### src/rtl/weight_limit_monitor.sv
// Elevator-car overload detector: counts synchronized rising edges of weight_flip,
// clears on rising edges of weight_flip_reset, and flags when the count exceeds LIMIT.
module weight_limit_monitor #(
    parameter int LIMIT       = 10,
    parameter int COUNT_W     = 8,
    parameter int SYNC_STAGES = 2
) (
    input  logic               clk,
    input  logic               reset,
    input  logic               weight_flip,
    input  logic               weight_flip_reset,
    output logic               weight_limit_exceeded,
    output logic [COUNT_W-1:0] weight_count
);

    localparam logic [COUNT_W-1:0] LIMIT_C = COUNT_W'(LIMIT);
    localparam logic [COUNT_W-1:0] MAX_C   = '1;

    logic [SYNC_STAGES-1:0] flip_sync;
    logic [SYNC_STAGES-1:0] clr_sync;
    logic                   flip_hist;
    logic                   clr_hist;
    logic                   flip_pulse;
    logic                   clr_pulse;

    always_ff @(posedge clk or posedge reset) begin
        if (reset) begin
            flip_sync <= '0;
            clr_sync  <= '0;
            flip_hist <= 1'b0;
            clr_hist  <= 1'b0;
        end else begin
            flip_sync <= {flip_sync[SYNC_STAGES-2:0], weight_flip};
            clr_sync  <= {clr_sync[SYNC_STAGES-2:0], weight_flip_reset};
            flip_hist <= flip_sync[SYNC_STAGES-1];
            clr_hist  <= clr_sync[SYNC_STAGES-1];
        end
    end

    assign flip_pulse = flip_sync[SYNC_STAGES-1] & ~flip_hist;
    assign clr_pulse  = clr_sync[SYNC_STAGES-1] & ~clr_hist;

    // Clear has priority: a flip arriving in the same cycle as a clear is dropped.
    always_ff @(posedge clk or posedge reset) begin
        if (reset) begin
            weight_count <= '0;
        end else if (clr_pulse) begin
            weight_count <= '0;
        end else if (flip_pulse && (weight_count != MAX_C)) begin
            weight_count <= weight_count + 1'b1;
        end
    end

    always_ff @(posedge clk or posedge reset) begin
        if (reset) begin
            weight_limit_exceeded <= 1'b0;
        end else begin
            weight_limit_exceeded <= (weight_count > LIMIT_C);
        end
    end

endmodule

### config.mk
export PLATFORM = sky130hd
export DESIGN_NAME = weight_limit_monitor
export DESIGN_NICKNAME = d
export VERILOG_FILES = /design/src/rtl/weight_limit_monitor.sv
export SDC_FILE = /design/constraint.sdc
export NUM_CORES = 1
export LEC_CHECK = 0
export CAP_MARGIN = 10
export CORE_UTILIZATION = 45
export DETAILED_ROUTE_END_ITERATION = 10
export GPL_ROUTABILITY_DRIVEN = 0
export PLACE_DENSITY = 0.71
export SLEW_MARGIN = 10
export SYNTH_ARGS = -nofsm -noshare
export SYNTH_HDL_FRONTEND = slang
export SYNTH_SLANG_ARGS = --single-unit
### constraint.sdc
create_clock -name clk -period 2.3 [get_ports clk]
set_clock_uncertainty 0.2 [all_clocks]
set_input_delay 0.46 -clock clk [delete_from_list [all_inputs] [get_ports clk]]
set_output_delay 0.46 -clock clk [all_outputs]
set_load 0.02 [all_outputs]
==> summary.md, run 1 <==
| Metric | Value |
|---|---|
| Sink Count | `15` |
| Cts hold-fix bufs | `0` |
| Via count | `491` |
| Top Metal Used | `met4` |
| Vias in the first global route | `roughly 400` |
| CTS tree | `built` |
| Synthesis-to-layout area growth | `24.7%` |
| Worst Hold Class | `flip-flop to flip-flop` |
| Startpoint types | `flip-flop` |
| Chip width | `40.4 µm` |
| Drt total wl | `1150 µm` |
| WL per Instance | `12.9 µm` |
| DRT Pass-1 Iters | `2` |
| Critical Path AT | `between 1 and 1.5 ns` |
| Clock Latency Late Sink | `0.29 ns` |
| Pleak | `0.383 nW` |
| Slew Limit Headroom | `55.0%` |
| HPWL Detailed | `between 800 and 900 µm` |
| Final ANT Viol Nets | `0` |
| Most common cell after layout, fill and taps aside | `dfrtp_1` |
| Crit-path slowest cell | `clkdlybuf4s50_1` |
| Syn Inst Count | `59` |
| Core Box Area | `1330 µm²` |
| Setup CP Type | `flip-flop to primary output` |
| CTS H-tree lvls | `1` |
| DR iter-0 viols | `3` |
| Initial antenna violation count | `0` |
| PwrDens | `629 nW/µm²` |
| Setup violators final | `0` |
| Multi-input gate area | `about 270 µm²` |
| Post-cts gate resize count | `0` |
| Mapped Nets | `65` |
| Sequential fraction of the synthesis area | `56.6%` |
| Fmax | `between 0.4 and 0.5 GHz` |
| Most frequent cells in the layout | `dfrtp_1, clkdlybuf4s50_1, nor2_1` |
| Met3 WL | `56 µm` |
| Worst Tran Pin Value | `0.673 ns` |
| Clock Path Buffers | `2` |
| Minimum clock period | `2.06 ns` |
| Yosys cell types | `26` |
| Tcrit/Tclk final | `89.6%` |
| Met1 Wirelength | `between 500 and 600 µm` |
| Final nets | `81` |
| Initial Utilization | `49.7%` |
| Largest net degree at the start of global routing | `16` |
| RSZ-0062 raised after global routing | `no` |
| Worst endpoint required time | `1.64 ns` |
| Drt drc | `0` |
| Antenna Cells | `0` |
| WL met2 | `496 µm` |
| Register area | `375 µm²` |
| # fillers | `roughly 120` |
| Setup TNS | `0 ns` |
| Peak supply drop | `385 µV` |
| Number of vias per cell | `5.52` |
| Grt total ovfl | `0` |
| Clock buffer count from CTS | `3` |
| First-pass GRT wire length | `1790 µm` |
| Cell area after synthesis | `roughly 660 µm²` |
| Crit path max fanout | `7` |
| CP Capture Type | `primary output` |
| Die Height | `40.4 µm` |
| IO Port Bufs | `12` |
| CTS root buf | `clkbuf_4` |
| CP max stage delay | `0.64 ns` |
| Status | `complete, no violations` |
| Layout Utilization | `62.0%` |
| Final hold violation count | `0` |
| IO Count | `13` |
| Final Max Slew Viols | `0` |
| Die area | `1630 µm²` |
| Buffers plus inverters on the worst setup path | `1` |
| Syn Area/Cell | `11.2 µm²` |
| Max_cap viols | `0` |
| Cell family with most CP delay | `buffers and inverters` |
| Reg clk slew, reported paths | `0.10 ns` |
| Crit-path cells | `clkdlybuf4s50_1` |
| Layout cell share with drive strength beyond 1 | `10.8%` |
| Hold WS | `0.174 ns` |
| Site Rows | `13` |
| Synthesized flop and latch total | `15` |
| Gr usage total | `around 18%` |
| Setup Fix Bufs, Post-CTS | `0` |
| Synth warnings | `0` |
[Yosys cell counts]
cell | number | area, µm²
o31ai_1 | 1 | 7.51
ha_1 | 2 | 25.0
and2b_1 | 1 | 7.51
o211ai_1 | 2 | 15.0
and2b_2 | 1 | 8.76
a21oi_1 | 2 | 10.0
xnor2_1 | 1 | 8.76
inv_1 | 3 | 11.3
nand4_2 | 1 | 12.5
or4_1 | 1 | 7.51
nor4_1 | 1 | 6.26
nor3_1 | 3 | 15.0
nor2_1 | 4 | 15.0
nor2b_1 | 2 | 12.5
nand3b_1 | 1 | 7.51
o21ai_2 | 1 | 8.76
o21a_1 | 1 | 7.51
dfrtp_1 | 15 | 375
and4b_2 | 1 | 11.3
o21ai_0 | 2 | 10.0
and3_1 | 3 | 18.8
and4_1 | 2 | 17.5
xor2_1 | 2 | 17.5
nand3_1 | 2 | 10.0
nand2_1 | 3 | 11.3
buf_2 | 1 | 5.00
[kinds of logic (layout without fill, tap and decap cells)]
kind of cell             Yosys count  in the layout  synth area share (%)
AO/OA/AOI/OAI                      9              9                  8.87
adder cells (fa/ha/maj)            2              2                  3.77
buffers and inverters              4             19                  2.45
AND/OR/NAND/NOR                   26             26                  24.3
flip-flops                        15             15                  56.6
XOR/XNOR                           3              3                  3.96
[state kept, by name, indices dropped and copies added, names as in the netlist]
| signal | flops |
|---|---|
| weight_count | 8 |
| clr_sync | 2 |
| flip_sync | 2 |
| clr_hist | 1 |
| flip_hist | 1 |
| weight_limit_exceeded | 1 |
[stage by stage]
step,cell area (µm²),setup slack [ns],power (mW),cells
final,827,0.239,0.520,89
after global routing,827,0.167,0.552,89
after CTS,827,0.226,0.528,89
after detailed placement,797,0.553,0.371,85
after global placement,797,0.575,0.369,85
after floorplan,663,0.589,0.338,59
[power breakdown]
group / switching, mW / internal [mW]
Sequential: 0.0136 / 0.278
Clock: 0.0891 / 0.0662
Combinational: 0.0378 / 0.0352
[metal layers]
layer	up-vias	track usage, %
met5	-	0
met4	0	10.0
met3	4	6.11
met2	14	25.8
met1	231	23.3
li1	242	-
[worst paths after layout]
path | startpoint | endpoint | slack [ns] | depth (start not counted)
max | weight_count[3] | weight_count[3] | 0.24 | 1
min | clr_sync[0] | clr_sync[1] | 0.17 | 0
max reg2reg | weight_count[1] | weight_count[5] | 0.58 | 5
min reg2reg | clr_sync[0] | clr_sync[1] | 0.17 | 0
max in group asynchronous | reset | weight_count[1] | 1.22 | 2
min in group asynchronous | reset | clr_hist | 0.31 | 2
[cell type report]
| cell class | instances | share of cell area [%] |
|---|---|---|
| Clock buffer | 3 | 2.72 |
| Clock inverter | 1 | 0.908 |
| Inverter | 3 | 1.36 |
| Multi-Input combinational cell | 40 | 32.8 |
| Sequential cell | 15 | 45.4 |
| Tap cell | 15 | 2.27 |
| Timing Repair Buffer | 12 | 14.5 |
No activity file was read; power rests on OpenSTA's default activity.
==> run 2, diff against run 1 <==
--- a/config.mk
+++ b/config.mk
@@ -10,6 +10,7 @@
 export DETAILED_ROUTE_END_ITERATION = 10
 export GPL_ROUTABILITY_DRIVEN = 0
 export PLACE_DENSITY = 0.71
+export SKIP_LAST_GASP = 1
 export SLEW_MARGIN = 10
 export SYNTH_ARGS = -nofsm -noshare
 export SYNTH_HDL_FRONTEND = slang
==> results of run 2 <==
Same layout as run 1: the final DEF is identical, and so are final timing and power.
==> run 3, diff against run 2 <==
--- a/config.mk
+++ b/config.mk
@@ -11,7 +11,6 @@
 export GPL_ROUTABILITY_DRIVEN = 0
 export PLACE_DENSITY = 0.71
 export SKIP_LAST_GASP = 1
-export SLEW_MARGIN = 10
 export SYNTH_ARGS = -nofsm -noshare
 export SYNTH_HDL_FRONTEND = slang
 export SYNTH_SLANG_ARGS = --single-unit
==> results of run 3 <==
Same layout as run 1: the final DEF is identical, and so are final timing and power.
==> RTL edit 1: new RTL, config.mk and constraints of run 3 <==
`COUNT_W`: 8 -> 6.
--- a/src/rtl/weight_limit_monitor.sv
+++ b/src/rtl/weight_limit_monitor.sv
@@ -3,5 +3,5 @@
 module weight_limit_monitor #(
     parameter int LIMIT       = 10,
-    parameter int COUNT_W     = 8,
+    parameter int COUNT_W     = 6,
     parameter int SYNC_STAGES = 2
 ) (
Ports: changed (resized weight_count); port bits go from 13 to 11. The function was not compared with the original's and may differ.
==> RTL edit 1 against run 3 <==
  * Critical endpoint unchanged
  * Synthesized area down 13%
  * Hold slack worse by 0.017 ns
  * Total power down 9.7%
  * Setup slack better by 0.013 ns
  * Wire length down 23%
  * Maximum frequency up 0.64%
  * Clock power down 15%
  * Sequential share of layout area up 0.23 points
  * Final area down 14%
  * Sequential cell count down 2
==> RTL edit 1: results (changes against run 3) <==
The number of detailed-route iterations in the first pass was 4 (was 2); the maximum net fanout on the critical path was 9 (was 7). The flow ran to the end, and the final reports show no timing, DRC or antenna violations. The count of routing violations after the opening detailed-route iteration is 10 (was 3), and the ratio of cells with drive above 1 in the final layout is 11.29% (was 10.81%). The run gives 14 (was 16) as the largest net degree at the start of global routing.

The tools report the largest vdd supply drop as 0.4553 mV (was 0.3850 mV). For the number of filler cells placed in the layout, the log shows 99 (was 119). The worst min-delay path category is reg -> reg (unchanged). Most frequent cells after synthesis: 13 x dfrtp_1, 4 x inv_1, 4 x nand2_1 (was 15 x dfrtp_1, 4 x nor2_1).

The worst-margin pin slew was 0.4837 ns (was 0.6733 ns); the first-pass GRT wire length was 1566 µm (was 1787 µm). Main area contributors after synthesis: dfrtp_1 57%, ha_1 4.4%, inv_1 2.6% (was dfrtp_1 57%, ha_1 3.8%, and3_1 2.8%). The tools report the sum of routed wire length over all layers as 887 µm (was 1146 µm). Largest regs: weight_count: 6 flops, clr_sync: 2 flops, flip_sync: 2 flops (was weight_count: 8 flops, clr_sync: 2 flops, flip_sync: 2 flops). The logs give 56.64% (was 56.60%) for the sequential fraction of the synthesis area and 410 µm (was 496 µm) for the met2 routed wirelength. The post-route met1 wirelength is 431 µm (was 572 µm). The final instance count without filler cells came out at 76 (was 89). Clock-pin slew reported for the worst setup and hold paths after clock tree synthesis: 0.07 ns (was 0.10 ns). The logs give 574.3 µm² (was 663.1 µm²) for the cell area after synthesis and 45 µm (was 56 µm) for the routed wire length on met3.

The uppermost signal routing layer after detailed routing was met3 (was met4). The number of buffers inserted by port buffering was 10 (was 12); the combined global-route utilization of all metal layers was 15.67% (was 17.96%). The buffer levels on the longest clock path was 2 (unchanged); the final net count was 69 (was 81).

The logs give 26 (unchanged) for the number of different library cells in the post-synthesis netlist and 0.0001206 W (was 0.0001404 W) for the net switching power of the design. For the reported leakage power, the log shows 0.3188 nW (was 0.3831 nW). The logs give 381 (was 396) for the number of global-route vias before repair and 49 (was 59) for the synthesized netlist cell count. The logs give 72 (was 85) for the number of cells in the design after placement and 55 (was 65) for the number of nets produced by synthesis. The startpoint of the worst register-to-register path was weight_count[0]$_DFFE_PP0P_ (was weight_count[1]$_DFFE_PP0P_). The tools report the via count of the routed design as 408 (was 491).

The later-pin clock latency in the skew report was 0.26 ns (was 0.29 ns).
RTL edit 1: through the flow:
step / hold WS [ns] / instance area [µm²] / worst slack (ns)
after floorplan: 0.1312 / 574.3 / 0.6967
after global placement: 0.1324 / 686.9 / 0.5520
after detailed placement: 0.1405 / 686.9 / 0.5354
after CTS: 0.1576 / 713.2 / 0.2371
after global routing: 0.1704 / 713.2 / 0.1749
final: 0.1575 / 713.2 / 0.2526
RTL edit 1: area by class of cell:
cell class / count / area share (%)
sequential: 13 / 45.61
multi-input combinational: 31 / 32.11
timing repair buffer: 10 / 14.04
clock buffer: 4 / 3.684
tap: 14 / 2.456
inverter: 4 / 2.105
RTL edit 1: logic make-up (layout without fill, tap and decap cells):
| family | count (synthesis) | count (layout) | synth area share (%) |
|---|---|---|---|
| mux | 2 | 2 | 4.357 |
| simple gates | 17 | 17 | 18.52 |
| flops | 13 | 13 | 56.64 |
| fa+ha+maj | 2 | 2 | 4.357 |
| compound gates | 10 | 10 | 12.64 |
| buf+inv | 5 | 18 | 3.484 |
RTL edit 1: power by group through the flow:
stage               sequential, W  clock, W  combinational [W]
global placement         0.000262         0          0.0000796
finish                   0.000258  0.000132          0.0000800
global route             0.000261  0.000146          0.0000890
detailed placement       0.000263         0          0.0000793
CTS                      0.000258  0.000139          0.0000808
floorplan                0.000271         0          0.0000394
RTL edit 1: per-layer routing:
layer,track usage (%),vias up
met5,0,-
met4,5.357,0
li1,-,204
met2,25.43,14
met3,1.786,0
met1,21.74,190
RTL edit 1: final timing paths:
path                                                to  slack [ns]  cells after the start
max                                    weight_count[3]        0.25                      1
min                              clr_sync[1]$_DFF_PP0_        0.16                      0
max reg2reg                weight_count[4]$_DFFE_PP0P_        0.72                      4
min reg2reg                      clr_sync[1]$_DFF_PP0_        0.16                      0
max in group asynchronous          flip_hist$_DFF_PP0_        1.26                      2
min in group asynchronous  weight_count[3]$_DFFE_PP0P_        0.31                      2
==> RTL edit 2: new RTL, flow settings as in run 3 <==
Made on the original files. Put one more register stage on the output `weight_count`, cleared by the reset. The value now appears one clock later. The other outputs are not delayed to match.
--- a/src/rtl/weight_limit_monitor.sv
+++ b/src/rtl/weight_limit_monitor.sv
@@ -16,4 +16,6 @@
     localparam logic [COUNT_W-1:0] LIMIT_C = COUNT_W'(LIMIT);
     localparam logic [COUNT_W-1:0] MAX_C   = '1;
+
+    logic [COUNT_W-1:0] weight_count_s0;
 
     logic [SYNC_STAGES-1:0] flip_sync;
@@ -44,9 +46,9 @@
     always_ff @(posedge clk or posedge reset) begin
         if (reset) begin
-            weight_count <= '0;
+            weight_count_s0 <= '0;
         end else if (clr_pulse) begin
-            weight_count <= '0;
-        end else if (flip_pulse && (weight_count != MAX_C)) begin
-            weight_count <= weight_count + 1'b1;
+            weight_count_s0 <= '0;
+        end else if (flip_pulse && (weight_count_s0 != MAX_C)) begin
+            weight_count_s0 <= weight_count_s0 + 1'b1;
         end
     end
@@ -56,5 +58,13 @@
             weight_limit_exceeded <= 1'b0;
         end else begin
-            weight_limit_exceeded <= (weight_count > LIMIT_C);
+            weight_limit_exceeded <= (weight_count_s0 > LIMIT_C);
+        end
+    end
+
+    always_ff @(posedge clk or posedge reset) begin
+        if (reset) begin
+            weight_count <= '0;
+        end else begin
+            weight_count <= weight_count_s0;
         end
     end
Behaviour: not the same (a bounded check fails within 4 cycles, from zero or initial values and one cycle with reset high).
==> RTL edit 2 against run 3 <==
  * Count of clock-buffer cells in the layout rose by 1
  * Wire length grew 17%
  * Largest power group unchanged
  * Sequential cell count is 8 higher
  * Maximum frequency rose by 8.1%
  * Total power grew 35%
  * Setup slack improved by 0.15 ns
  * Synthesized area increased by 32%
  * Final area grew 26%
==> RTL edit 2: results (changes against run 3) <==
For the number of global-route vias before repair, the log shows 465 (was 396). The run gives 607 µm (was 572 µm) as the post-route met1 wirelength. Main area contributors after synthesis: dfrtp_1 66%, nor2_1 3.9%, ha_1 2.9% (was dfrtp_1 57%, ha_1 3.8%, and3_1 2.8%). The critical path data arrival time was 1.25 ns (was 1.40 ns); the ratio of routed vias to standard cells was 5.378 (was 5.517). The largest stage delay on the critical path was 0.60 ns (was 0.64 ns); the first-pass GRT wire length was 2090 µm (was 1787 µm). The ratio of cells with drive above 1 in the final layout works out to 8.140% (was 10.81%). The count of routing violations after the opening detailed-route iteration came out at 15 (was 3).

The number of filler cells placed in the layout came out at 157 (was 119). The tools report the combined global-route utilization of all metal layers as 14.33% (was 17.96%). The startpoint of the worst register-to-register path is weight_count_s0[1]$_DFFE_PP0P_ (was weight_count[1]$_DFFE_PP0P_). The met2 capacity usage during global routing is 20.28% (was 25.79%), and the maximum net fanout on the critical path is 1 (was 7). The number of detailed-route iterations in the first pass is 4 (was 2), and the sequential fraction of the synthesis area is 65.81% (was 56.60%).

The tools report the number of nets produced by synthesis as 78 (was 65). Most frequent cells after synthesis: 23 x dfrtp_1, 9 x nor2_1, 4 x a21oi_1, 4 x inv_1, 4 x nor3_1 (was 15 x dfrtp_1, 4 x nor2_1). Routed wire length on met3: 77 µm (was 56 µm). The worst-margin pin slew is 0.5986 ns (was 0.6733 ns), and the post-placement setup slack is 0.5559 ns (was 0.5526 ns).

The reported leakage power is 0.4492 nW (was 0.3831 nW). The tools report the launching instance or port of the critical path as weight_count[0]$_DFF_PP0_ (was weight_count[3]$_DFFE_PP0P_). Met2 routed wirelength: 630 µm (was 496 µm).

The met3 track demand over resource is 2.353% (was 6.111%). The startpoint of the worst hold path was flip_sync[0]$_DFF_PP0_ (was clr_sync[0]$_DFF_PP0_). The largest vdd supply drop came out at 0.4338 mV (was 0.3850 mV).

The power in the clock group is 0.000175 W (was 0.000155 W). The flow ran to the end, and the final reports show no timing, DRC or antenna violations. For the portion of total power attributed to sequential cells, the log shows 63.8% (was 56.1%). Largest regs: weight_count: 8 flops, weight_count_s0: 8 flops (was weight_count: 8 flops, clr_sync: 2 flops, flip_sync: 2 flops). For the sum of routed wire length over all layers, the log shows 1346 µm (was 1146 µm). The switching fraction of total power is 24.23% (was 27.01%), and the final non-filler cell area is 1046 µm² (was 827.0 µm²).

The tools report the final net count as 93 (was 81). Number of different library cells in the post-synthesis netlist: 23 (was 26). For the power attributed to sequential cells, the log shows 0.000449 W (was 0.000292 W).

The final instance count without filler cells was 111 (was 89). The average footprint of a synthesized cell was 12.15 µm² (was 11.24 µm²); the detailed-placement wirelength estimate was 939.1 µm (was 842.5 µm). The global routing met1 resource utilization is 19.64% (was 23.34%). For the worst-skew pair, the clock arrives at the later sink with an insertion delay of 0.30 ns.
[RTL edit 2: cell families after synthesis]
group	share of synthesized area, %
AND/OR/NAND/NOR	16.31
AO/OA/AOI/OAI	9.727
flip-flops	65.81
buffers and inverters	3.290
XOR/XNOR	2.003
adder cells (fa/ha/maj)	2.861
[RTL edit 2: area by class of cell]
cell class / instances / area share, %
sequential: 23 / 55.02
multi-input combinational: 42 / 25.84
timing repair buffer: 13 / 12.20
tap: 25 / 2.990
clock buffer: 4 / 2.512
inverter: 4 / 1.435
[RTL edit 2: worst paths after layout]
kind                                             endpoint  slack (ns)  cells after the start
setup / recovery                          weight_count[0]        0.39                      1
hold / removal                     flip_sync[1]$_DFF_PP0_        0.16                      0
setup reg to reg           weight_count_s0[4]$_DFFE_PP0P_        0.55                      5
hold reg to reg                    flip_sync[1]$_DFF_PP0_        0.16                      0
max in group asynchronous              clr_hist$_DFF_PP0_        1.40                      3
min in group asynchronous  weight_count_s0[6]$_DFFE_PP0P_        0.28                      3
